$ cat config.mk
export PLATFORM = sky130hd
export DESIGN_NAME = sdram_wr_fetch_flat
export DESIGN_NICKNAME = d
export VERILOG_FILES = /design/src/rtl/sdram_wr_fetch_if.sv /design/src/rtl/sdram_wr_fetch.sv /design/src/flat_wrapper.sv
export SDC_FILE = /design/constraint.sdc
export NUM_CORES = 1
export LEC_CHECK = 0
export CAP_MARGIN = 10
export CORE_UTILIZATION = 51
export CTS_CLUSTER_SIZE = 14
export DETAILED_ROUTE_END_ITERATION = 10
export PLACE_DENSITY = 0.81
export SETUP_SLACK_MARGIN = 0.4
export SYNTH_ARGS = -nofsm -noshare
export SYNTH_HDL_FRONTEND = slang
export SYNTH_SLANG_ARGS = --single-unit
$ cat constraint.sdc
create_clock -name clk -period 4.3 [get_ports clk]
set_input_delay 0.43 -clock clk [delete_from_list [all_inputs] [get_ports clk]]
set_output_delay 0.43 -clock clk [all_outputs]
set_load 0.005 [all_outputs]
$ cat src/rtl/sdram_wr_fetch_if.sv
// Bundle of the FIFO read port, arbiter handshake and write-data stream
// that surround the SDRAM write-fetch block.
interface sdram_wr_fetch_if #(
  parameter int DATA_W = 16,
  parameter int CNT_W  = 10,
  parameter int ADDR_W = 22
);
  logic [DATA_W-1:0] fifo_dout;
  logic              fifo_empty;
  logic [CNT_W-1:0]  fifo_count;
  logic              fifo_ren;
  logic              wr_req;
  logic              wr_ack;
  logic [ADDR_W-1:0] wr_addr;
  logic [CNT_W-1:0]  wr_len;
  logic              wr_data_req;
  logic [DATA_W-1:0] wr_data;
  logic              wr_data_valid;

  // fetch block side
  modport master (
    input  fifo_dout, fifo_empty, fifo_count, wr_ack, wr_data_req,
    output fifo_ren, wr_req, wr_addr, wr_len, wr_data, wr_data_valid
  );

  // FIFO / arbiter / controller side
  modport slave (
    output fifo_dout, fifo_empty, fifo_count, wr_ack, wr_data_req,
    input  fifo_ren, wr_req, wr_addr, wr_len, wr_data, wr_data_valid
  );
endinterface

$ cat src/rtl/sdram_wr_fetch.sv
// SDRAM write fetch: watches the write FIFO fill level, requests bursts from
// the arbiter, pops one burst of words into the controller's write-data path
// and advances a circular write address. A flush drains a partial burst.
//
// state  | meaning
// IDLE   | wait for a full burst in the FIFO or a pending flush
// REQ    | wr_req held high until the arbiter grants
// XFER   | pop one word per controller request until the burst is done
// LAST   | final word goes out; advance and wrap the write address
// SETTLE | two cycles for the lagging fifo_count to catch up with the pops
module sdram_wr_fetch #(
  parameter int DATA_W       = 16,
  parameter int CNT_W        = 10,
  parameter int BURST_LEN    = 8,
  parameter int ADDR_W       = 22,
  parameter int ADDR_BASE    = 0,
  parameter int REGION_WORDS = 4096
) (
  input  logic clk,
  input  logic rst,
  sdram_wr_fetch_if.master bus,
  input  logic flush,
  output logic flush_done,
  output logic busy,
  output logic underrun
);

  typedef enum logic [2:0] {IDLE, REQ, XFER, LAST, SETTLE} state_t;

  localparam logic [CNT_W-1:0]  BURST_C  = CNT_W'(BURST_LEN);
  localparam logic [ADDR_W-1:0] BASE_A   = ADDR_W'(ADDR_BASE);
  localparam logic [ADDR_W:0]   END_A    = (ADDR_W+1)'(ADDR_BASE + REGION_WORDS);
  localparam logic [ADDR_W:0]   REGION_A = (ADDR_W+1)'(REGION_WORDS);

  state_t            state;
  logic [ADDR_W-1:0] addr_q;
  logic [CNT_W-1:0]  len_q;
  logic [CNT_W-1:0]  remaining;
  logic              settle_cnt;
  logic              flush_pend;
  logic              req_q;
  logic              valid_q;
  logic              done_q;
  logic              underrun_q;
  logic              ren;
  logic [ADDR_W:0]   addr_sum;
  logic [ADDR_W:0]   addr_next;
  logic [DATA_W-1:0] data;

  // Pop strobe; forced low while reset is asserted so nothing is lost mid-burst.
  always_comb begin
    ren = !rst && (state == XFER) && bus.wr_data_req &&
          (remaining != '0) && !bus.fifo_empty;
  end

  // Next burst address, computed one bit wider so the wrap compare cannot overflow.
  always_comb begin
    addr_sum  = {1'b0, addr_q} + (ADDR_W+1)'(len_q);
    addr_next = addr_sum;
    if (addr_sum >= END_A) addr_next = addr_sum - REGION_A;
  end

  // Sequencer, address/length registers, data-valid delay and status flags.
  always_ff @(posedge clk) begin
    if (rst) begin
      state      <= IDLE;
      addr_q     <= BASE_A;
      len_q      <= '0;
      remaining  <= '0;
      settle_cnt <= 1'b0;
      flush_pend <= 1'b0;
      req_q      <= 1'b0;
      valid_q    <= 1'b0;
      done_q     <= 1'b0;
      underrun_q <= 1'b0;
    end else begin
      valid_q <= ren;
      done_q  <= 1'b0;
      case (state)
        IDLE: begin
          if (bus.fifo_count >= BURST_C) begin
            len_q <= BURST_C;
            req_q <= 1'b1;
            state <= REQ;
          end else if (flush_pend && bus.fifo_count != '0) begin
            len_q <= bus.fifo_count;
            req_q <= 1'b1;
            state <= REQ;
          end else if (flush_pend && bus.fifo_empty) begin
            flush_pend <= 1'b0;
            done_q     <= 1'b1;
          end
        end
        REQ: begin
          if (bus.wr_ack) begin
            req_q     <= 1'b0;
            remaining <= len_q;
            state     <= XFER;
          end
        end
        XFER: begin
          if (ren) begin
            remaining <= remaining - CNT_W'(1);
            if (remaining == CNT_W'(1)) state <= LAST;
          end
          if (bus.wr_data_req && remaining != '0 && bus.fifo_empty) underrun_q <= 1'b1;
        end
        LAST: begin
          addr_q     <= addr_next[ADDR_W-1:0];
          settle_cnt <= 1'b0;
          state      <= SETTLE;
        end
        SETTLE: begin
          if (settle_cnt) state <= IDLE;
          else settle_cnt <= 1'b1;
        end
        default: state <= IDLE;
      endcase
      // a new flush pulse wins over the clear, so one landing on the done cycle re-arms
      if (flush) flush_pend <= 1'b1;
    end
  end

  assign data              = bus.fifo_dout;
  assign bus.fifo_ren      = ren;
  assign bus.wr_req        = req_q;
  assign bus.wr_addr       = addr_q;
  assign bus.wr_len        = len_q;
  assign bus.wr_data       = data;
  assign bus.wr_data_valid = valid_q;
  assign flush_done        = done_q;
  assign busy              = (state != IDLE);
  assign underrun          = underrun_q;

endmodule

$ cat src/flat_wrapper.sv
// flat-port wrapper written by rule: the top's interface ports become plain ports
module sdram_wr_fetch_flat 
#(
  parameter int DATA_W       = 16,
  parameter int CNT_W        = 10,
  parameter int BURST_LEN    = 8,
  parameter int ADDR_W       = 22,
  parameter int ADDR_BASE    = 0,
  parameter int REGION_WORDS = 4096
)
  (clk, rst, flush, flush_done, busy, underrun, bus_fifo_dout, bus_fifo_empty, bus_fifo_count, bus_wr_ack, bus_wr_data_req, bus_fifo_ren, bus_wr_req, bus_wr_addr, bus_wr_len, bus_wr_data, bus_wr_data_valid);
  sdram_wr_fetch_if #(.DATA_W(DATA_W), .CNT_W(CNT_W), .ADDR_W(ADDR_W)) bus_i ();
  input  logic clk;
  input  logic rst;
  input  logic flush;
  output logic flush_done;
  output logic busy;
  output logic underrun;
  input wire logic [$bits(bus_i.fifo_dout)-1:0] bus_fifo_dout;
  input wire logic [$bits(bus_i.fifo_empty)-1:0] bus_fifo_empty;
  input wire logic [$bits(bus_i.fifo_count)-1:0] bus_fifo_count;
  input wire logic [$bits(bus_i.wr_ack)-1:0] bus_wr_ack;
  input wire logic [$bits(bus_i.wr_data_req)-1:0] bus_wr_data_req;
  output wire logic [$bits(bus_i.fifo_ren)-1:0] bus_fifo_ren;
  output wire logic [$bits(bus_i.wr_req)-1:0] bus_wr_req;
  output wire logic [$bits(bus_i.wr_addr)-1:0] bus_wr_addr;
  output wire logic [$bits(bus_i.wr_len)-1:0] bus_wr_len;
  output wire logic [$bits(bus_i.wr_data)-1:0] bus_wr_data;
  output wire logic [$bits(bus_i.wr_data_valid)-1:0] bus_wr_data_valid;
  assign bus_i.fifo_dout = bus_fifo_dout;
  assign bus_i.fifo_empty = bus_fifo_empty;
  assign bus_i.fifo_count = bus_fifo_count;
  assign bus_i.wr_ack = bus_wr_ack;
  assign bus_i.wr_data_req = bus_wr_data_req;
  assign bus_fifo_ren = bus_i.fifo_ren;
  assign bus_wr_req = bus_i.wr_req;
  assign bus_wr_addr = bus_i.wr_addr;
  assign bus_wr_len = bus_i.wr_len;
  assign bus_wr_data = bus_i.wr_data;
  assign bus_wr_data_valid = bus_i.wr_data_valid;
  sdram_wr_fetch #(.DATA_W(DATA_W), .CNT_W(CNT_W), .BURST_LEN(BURST_LEN), .ADDR_W(ADDR_W), .ADDR_BASE(ADDR_BASE), .REGION_WORDS(REGION_WORDS)) u_core (.clk(clk), .rst(rst), .bus(bus_i), .flush(flush), .flush_done(flush_done), .busy(busy), .underrun(underrun));
endmodule
; Word level (Yosys, flattened, before mapping)
; Cells that the tools add are included.
[classes]
reduce_logical = 27
n_lt_le_gt_ge = 2
n_mux = 24
addsub = 3
bitwise_logic = 1
eq_ne = 12
[op_table]
columns = cell, n
row1 = 2-to-1 mux 10 bit, 4
row2 = adder 22 x 10 -> 23 bit, 1
row3 = ">= comparator 23 x 13 -> 1 bit, second input constant", 1
row4 = 2-to-1 mux 22 bit, 1
row5 = "subtractor 22 x 13 -> 22 bit, second input constant", 1
row6 = case mux 10 bit (2 select lines), 1
row7 = nonzero test 10 bit, 2
row8 = 2-to-1 mux 3 bit, 6
row9 = case mux 3 bit (5 select lines), 1
row10 = nonzero test 2 bit, 6
row11 = "equality test 10 x 1 -> 1 bit, second input constant", 1
row12 = ">= comparator 10 x 4 -> 1 bit, second input constant", 1
row13 = "inequality test 2 bit, second input constant", 5
row14 = "subtractor 10 x 1 -> 10 bit, second input constant", 1
row15 = 2-to-1 mux 1 bit, 9
row16 = logical AND 1 bit, 8
row17 = "equality test 3 x 2 -> 1 bit, second input constant", 2
row18 = AND reduction 3 bit, 2
row19 = AND reduction 5 bit, 1
row20 = case mux 1 bit (2 select lines), 2
row21 = AND reduction 2 bit, 2
row22 = AND reduction 4 bit, 1
row23 = OR reduction 4 bit, 1
row24 = "equality test 3 x 1 -> 1 bit, second input constant", 1
row25 = other kinds (7), 8
[word_totals]
word_cells = 79
in_bits = 32
regBits = 51
out_inout_bits = 54

; Longest topological paths before layout
[depth]
ltp_word = 7
mapped_depth = 15
depth_no_buf = 14

; Worst setup path before layout
; No wires, ideal clock.
[synth_timing]
path_type = register to register
startpoint = register u_core.len_q[6], in the netlist u_core.bus.wr_len[6]
endpoint = register u_core.addr_q[21], in the netlist u_core.bus.wr_addr[21]
stages_incl_launch_ff = 16
synth_period_minus_slack_ns = 3.410
slack_ns = 0.890
required_ns = 4.177
path_buffers = 1
setup_time_ns = 0.123
t_arrival_ns = 3.287
cell_sequence = dfxtp_1 ha_1 buf_6 a21oi_1 o21ai_1 a2111oi_0 o211ai_1 inv_1 ha_1 nand3_1 or3_1 nor4_1 nand3_1 nand2_1 a21o_1 mux2_1
[synth_via]
elab_chain_cells = 3
elab_cells_between_ends = 4
classes_between = 2 x add/sub / 1 x order compare / 1 x mux
[synth_lines]
columns = element, line_no
row1 = start: declaration, sdram_wr_fetch.sv:37  ; logic [CNT_W-1:0] len_q;
row2 = start signal: assignment, sdram_wr_fetch.sv:86  ; len_q <= bus.fifo_count;
row3 = adder 22 x 10 -> 23 bit (*), sdram_wr_fetch.sv:58  ; addr_sum = {1'b0, addr_q} + (ADDR_W+1)'(len_q);
row4 = subtractor 22 x 13 -> 22 bit or >= comparator 23 x 13 -> 1 bit (tied branches), sdram_wr_fetch.sv:60  ; if (addr_sum >= END_A) addr_next = addr_sum - REGION_A;
row5 = 2-to-1 mux 22 bit (*), sdram_wr_fetch.sv:60
row6 = end signal: assignment, sdram_wr_fetch.sv:109  ; addr_q <= addr_next[ADDR_W-1:0];
row7 = end: declaration, sdram_wr_fetch.sv:36  ; logic [ADDR_W-1:0] addr_q;
; Mark *: on every way between the ends. The rest lies on a longest branch, timed or not.
; A chain may end at the register's enable or synchronous reset.

; Final worst setup path
[layout_timing]
startpoint = register u_core.len_q[9], in the netlist u_core.bus.wr_len[9]
endpoint = register u_core.addr_q[17], in the netlist u_core.bus.wr_addr[17]
; Same word-level chain as after synthesis.

==> run metrics <==
Worst path most repeated cell=ha_1; Slew @ Worst Pin=0.872 ns; Total GRT Usage=0.281; largest stage delay on the critical path=0.47 ns; FF/Latch Area=1020 um2; Final period util=0.875; die width=88.4 um; M1 GR Usage=0.376; Clock Path Buffers=2; CTS Sinks=51; sequential fraction of the synthesis area=0.268; main area contributors after synthesis=dfxtp_1 (27%), nand2_1 (5.7%), a21oi_1 (5.0%); Worst Path Required=4.52 ns; TritonCTS buffer count=5; overall power=1.01 mW; Synth async-reset ratio=0; CP delay by family, top=compound AO/OA/AOI/OAI gates; Overflow after GRT=0; vias=3,956; Mapped Avg Cell Area=7.52 um2; Final Max Slew Viols=0; post-layout min period=3.76 ns; CP max FO=12; initial antenna violation count=0; Inserted Diodes=0; Max-Cap Viols=0; area taken by multi-input logic gates=2510 um2; Port Buffer Count=53; Clk Latency, worst-skew pair=0.33 ns; Switching Share=0.321; critical path data arrival time=3.98 ns; met3 Track Usage GR=0.0662; post-synth top area cell=dfxtp_1; Post-synth EDFFs=0; final std cells w/o fill=625; clock network power share=0.298; #FFs+latches synth=51; Gate power share=0.198; critical path class=reg2reg; most frequent cells after synthesis=nand2_1 (58), dfxtp_1 (51), nor2_1 (44), a21oi_1 (38), o21ai_0 (26); Clock transition at path regs=0.10 ns; crit path buf inv count=0; io pins=86; top-area cell type share of the netlist area=0.268; share of cells above drive strength 1=0.0817; Lkg Pwr=1.55 nW; synthesized area=3810 um2; global placer's final weighted congestion=0.972; CP endpoint kind=flip-flop; vias in the first global route=3,593; Hold Path Class=reg2reg; height of the die=88.4 um; Pre-antenna DRT Iters=5; fmax=266 MHz; Final Hold Vio Count=0; largest net degree at the start of global routing=44; most common cell in the netlist=nand2_1; root buffer cell=clkbuf_8; placed cells=615; FP Rows=31; unrepaired setup endpoints after global routing=no; critical-path cell list=ha_1 > a21o_1 > or4_4 > o21ai_4 > o211ai_2 > ha_1 > nand3_1 > a311o_1 > nor4_2 > and4_1 > o2111a_1 > a41oi_1 > mux2_1; peak supply drop=170 uV; Vias/cell=6.33; fin nets=572; top_reg_cell synth=dfxtp_1; GRT busiest layer=met2; P_sw=0.325 mW; Post-Route Setup TNS=0 ns; outcome=complete, no violations; synth warn=0; first-pass GRT wire length=17.1 mm; setup violators final=0; htree depth=2; Mapped Cells=507; synth unique cells=74; PwrDens=232 nW/um2; Slew headroom=0.413; die area=7820 um2; filler instances=678; initial detailed-routing violation count=421; Routed WL per cell=17.2 um; part of the power in registers=0.505; Antenna Nets Post-Route=0; total routed wirelength=10.7 mm; Worst setup SP type=flip-flop; net count after synthesis=554; HPWL after DPL=7.86 mm; Core Util, Final=0.604; Initial Util=0.525; core box area=7250 um2; worst clock skew=0.0148 ns; Slowest-stage cell, CP=or4_4; Pint=0.689 mW; GR Util met2=0.436; CTS tree=yes; DRC Markers=0; P&R area growth vs syn=14.9%
==> registers in the layout, indices dropped and copies added, names as in the netlist <==
| register | flops |
|---|---|
| u_core.bus.wr_addr | 22 |
| u_core.bus.wr_len | 10 |
| u_core.remaining | 10 |
| u_core.state | 3 |
| u_core.bus.wr_data_valid | 1 |
| u_core.bus.wr_req | 1 |
| u_core.flush_done | 1 |
| u_core.flush_pend | 1 |
| u_core.settle_cnt | 1 |
| u_core.underrun | 1 |
==> cell type report <==
class | instances | area share
Clock buffer | 6 | 0.0166
Clock inverter | 2 | 0.00371
Inverter | 15 | 0.0129
Multi-Input combinational cell | 393 | 0.574
Sequential cell | 51 | 0.233
Tap cell | 99 | 0.0283
Timing Repair Buffer | 59 | 0.131
==> worst min-delay path, stage by stage (launching register included) <==
cell,delay [ns]
dfxtp_1,0.33
nand2_1,0.06
a21oi_1,0.05
==> power groups by stage <==
stage | clock (mW) | sequential, mW | combinational, mW
final | 0.302 | 0.512 | 0.201
after detailed placement | 0 | 0.522 | 0.195
after CTS | 0.306 | 0.511 | 0.196
after global routing | 0.324 | 0.515 | 0.221
after global placement | 0 | 0.521 | 0.191
after floorplan | 0 | 0.512 | 0.149
==> path summary, 6_finish.rpt <==
path	startpoint	end	slack, ns	depth (start not counted)
worst max-delay path	u_core.bus.wr_len[9]	u_core.bus.wr_addr[17]	0.54	13
worst min-delay path	u_core.settle_cnt	u_core.settle_cnt	0.47	2
worst max register to register	u_core.bus.wr_len[9]	u_core.bus.wr_addr[17]	0.54	13
worst min register to register	u_core.settle_cnt	u_core.settle_cnt	0.47	2
==> metal layers <==
layer / routed length (um) / vias to the layer above
li1: - / 1884
met1: 4670 / 1850
met2: 4940 / 199
met3: 944 / 23
met4: 183 / 0
met5: 0 / -
==> logic make-up after synthesis <==
family / Yosys count / synth area share
xor gates and xnor gates: 8 / 0.0184
adders and majority gates: 15 / 0.0512
muxes: 5 / 0.0144
and+or+nand+nor: 214 / 0.288
DFF: 51 / 0.268
AOI/OAI and AO/OA: 151 / 0.273
buffers and inverters: 63 / 0.0873
==> placed cells by master, fill, tap and decap left out, drive strengths merged, types with 4 or more instances in the layout <==
cell / n
nand3b: 4
xnor2: 6
nor2: 44
o22ai: 5
nor2b: 4
o21a: 8
inv: 16
a21o: 6
o211ai: 7
and3: 8
nand3: 20
o21ai: 29
o31ai: 4
nor3b: 7
dfxtp: 51
a311o: 4
clkdlybuf4s50: 53
nand2: 58
or2: 4
a31oi: 4
a211oi: 9
a21oi: 38
nor4: 8
nor3: 14
o311ai: 4
nand4: 12
ha: 14
or3: 9
mux2: 4
clkbuf: 6
a22oi: 4
buf: 6
nand2b: 9
and2: 5
==> metrics by stage <==
stage	instance area, um2	hold slack, ns	setup WS (ns)
2_1_floorplan	3810	0.437	0.890
3_3_place_gp	4220	0.445	0.516
3_5_place_dp	4220	0.458	0.332
4_1_cts	4310	0.472	0.427
5_1_grt	4380	0.514	0.370
6_report	4380	0.472	0.540
==> repair_timing <==
action | CTS | global route
hold buffers | 0 | 0
resized for setup | 1 | 13
pin swaps | 0 | 3
buffers inserted | 0 | 2
endpoints found under the setup margin | 4 | 10
No activity file was read; power rests on OpenSTA's default activity.
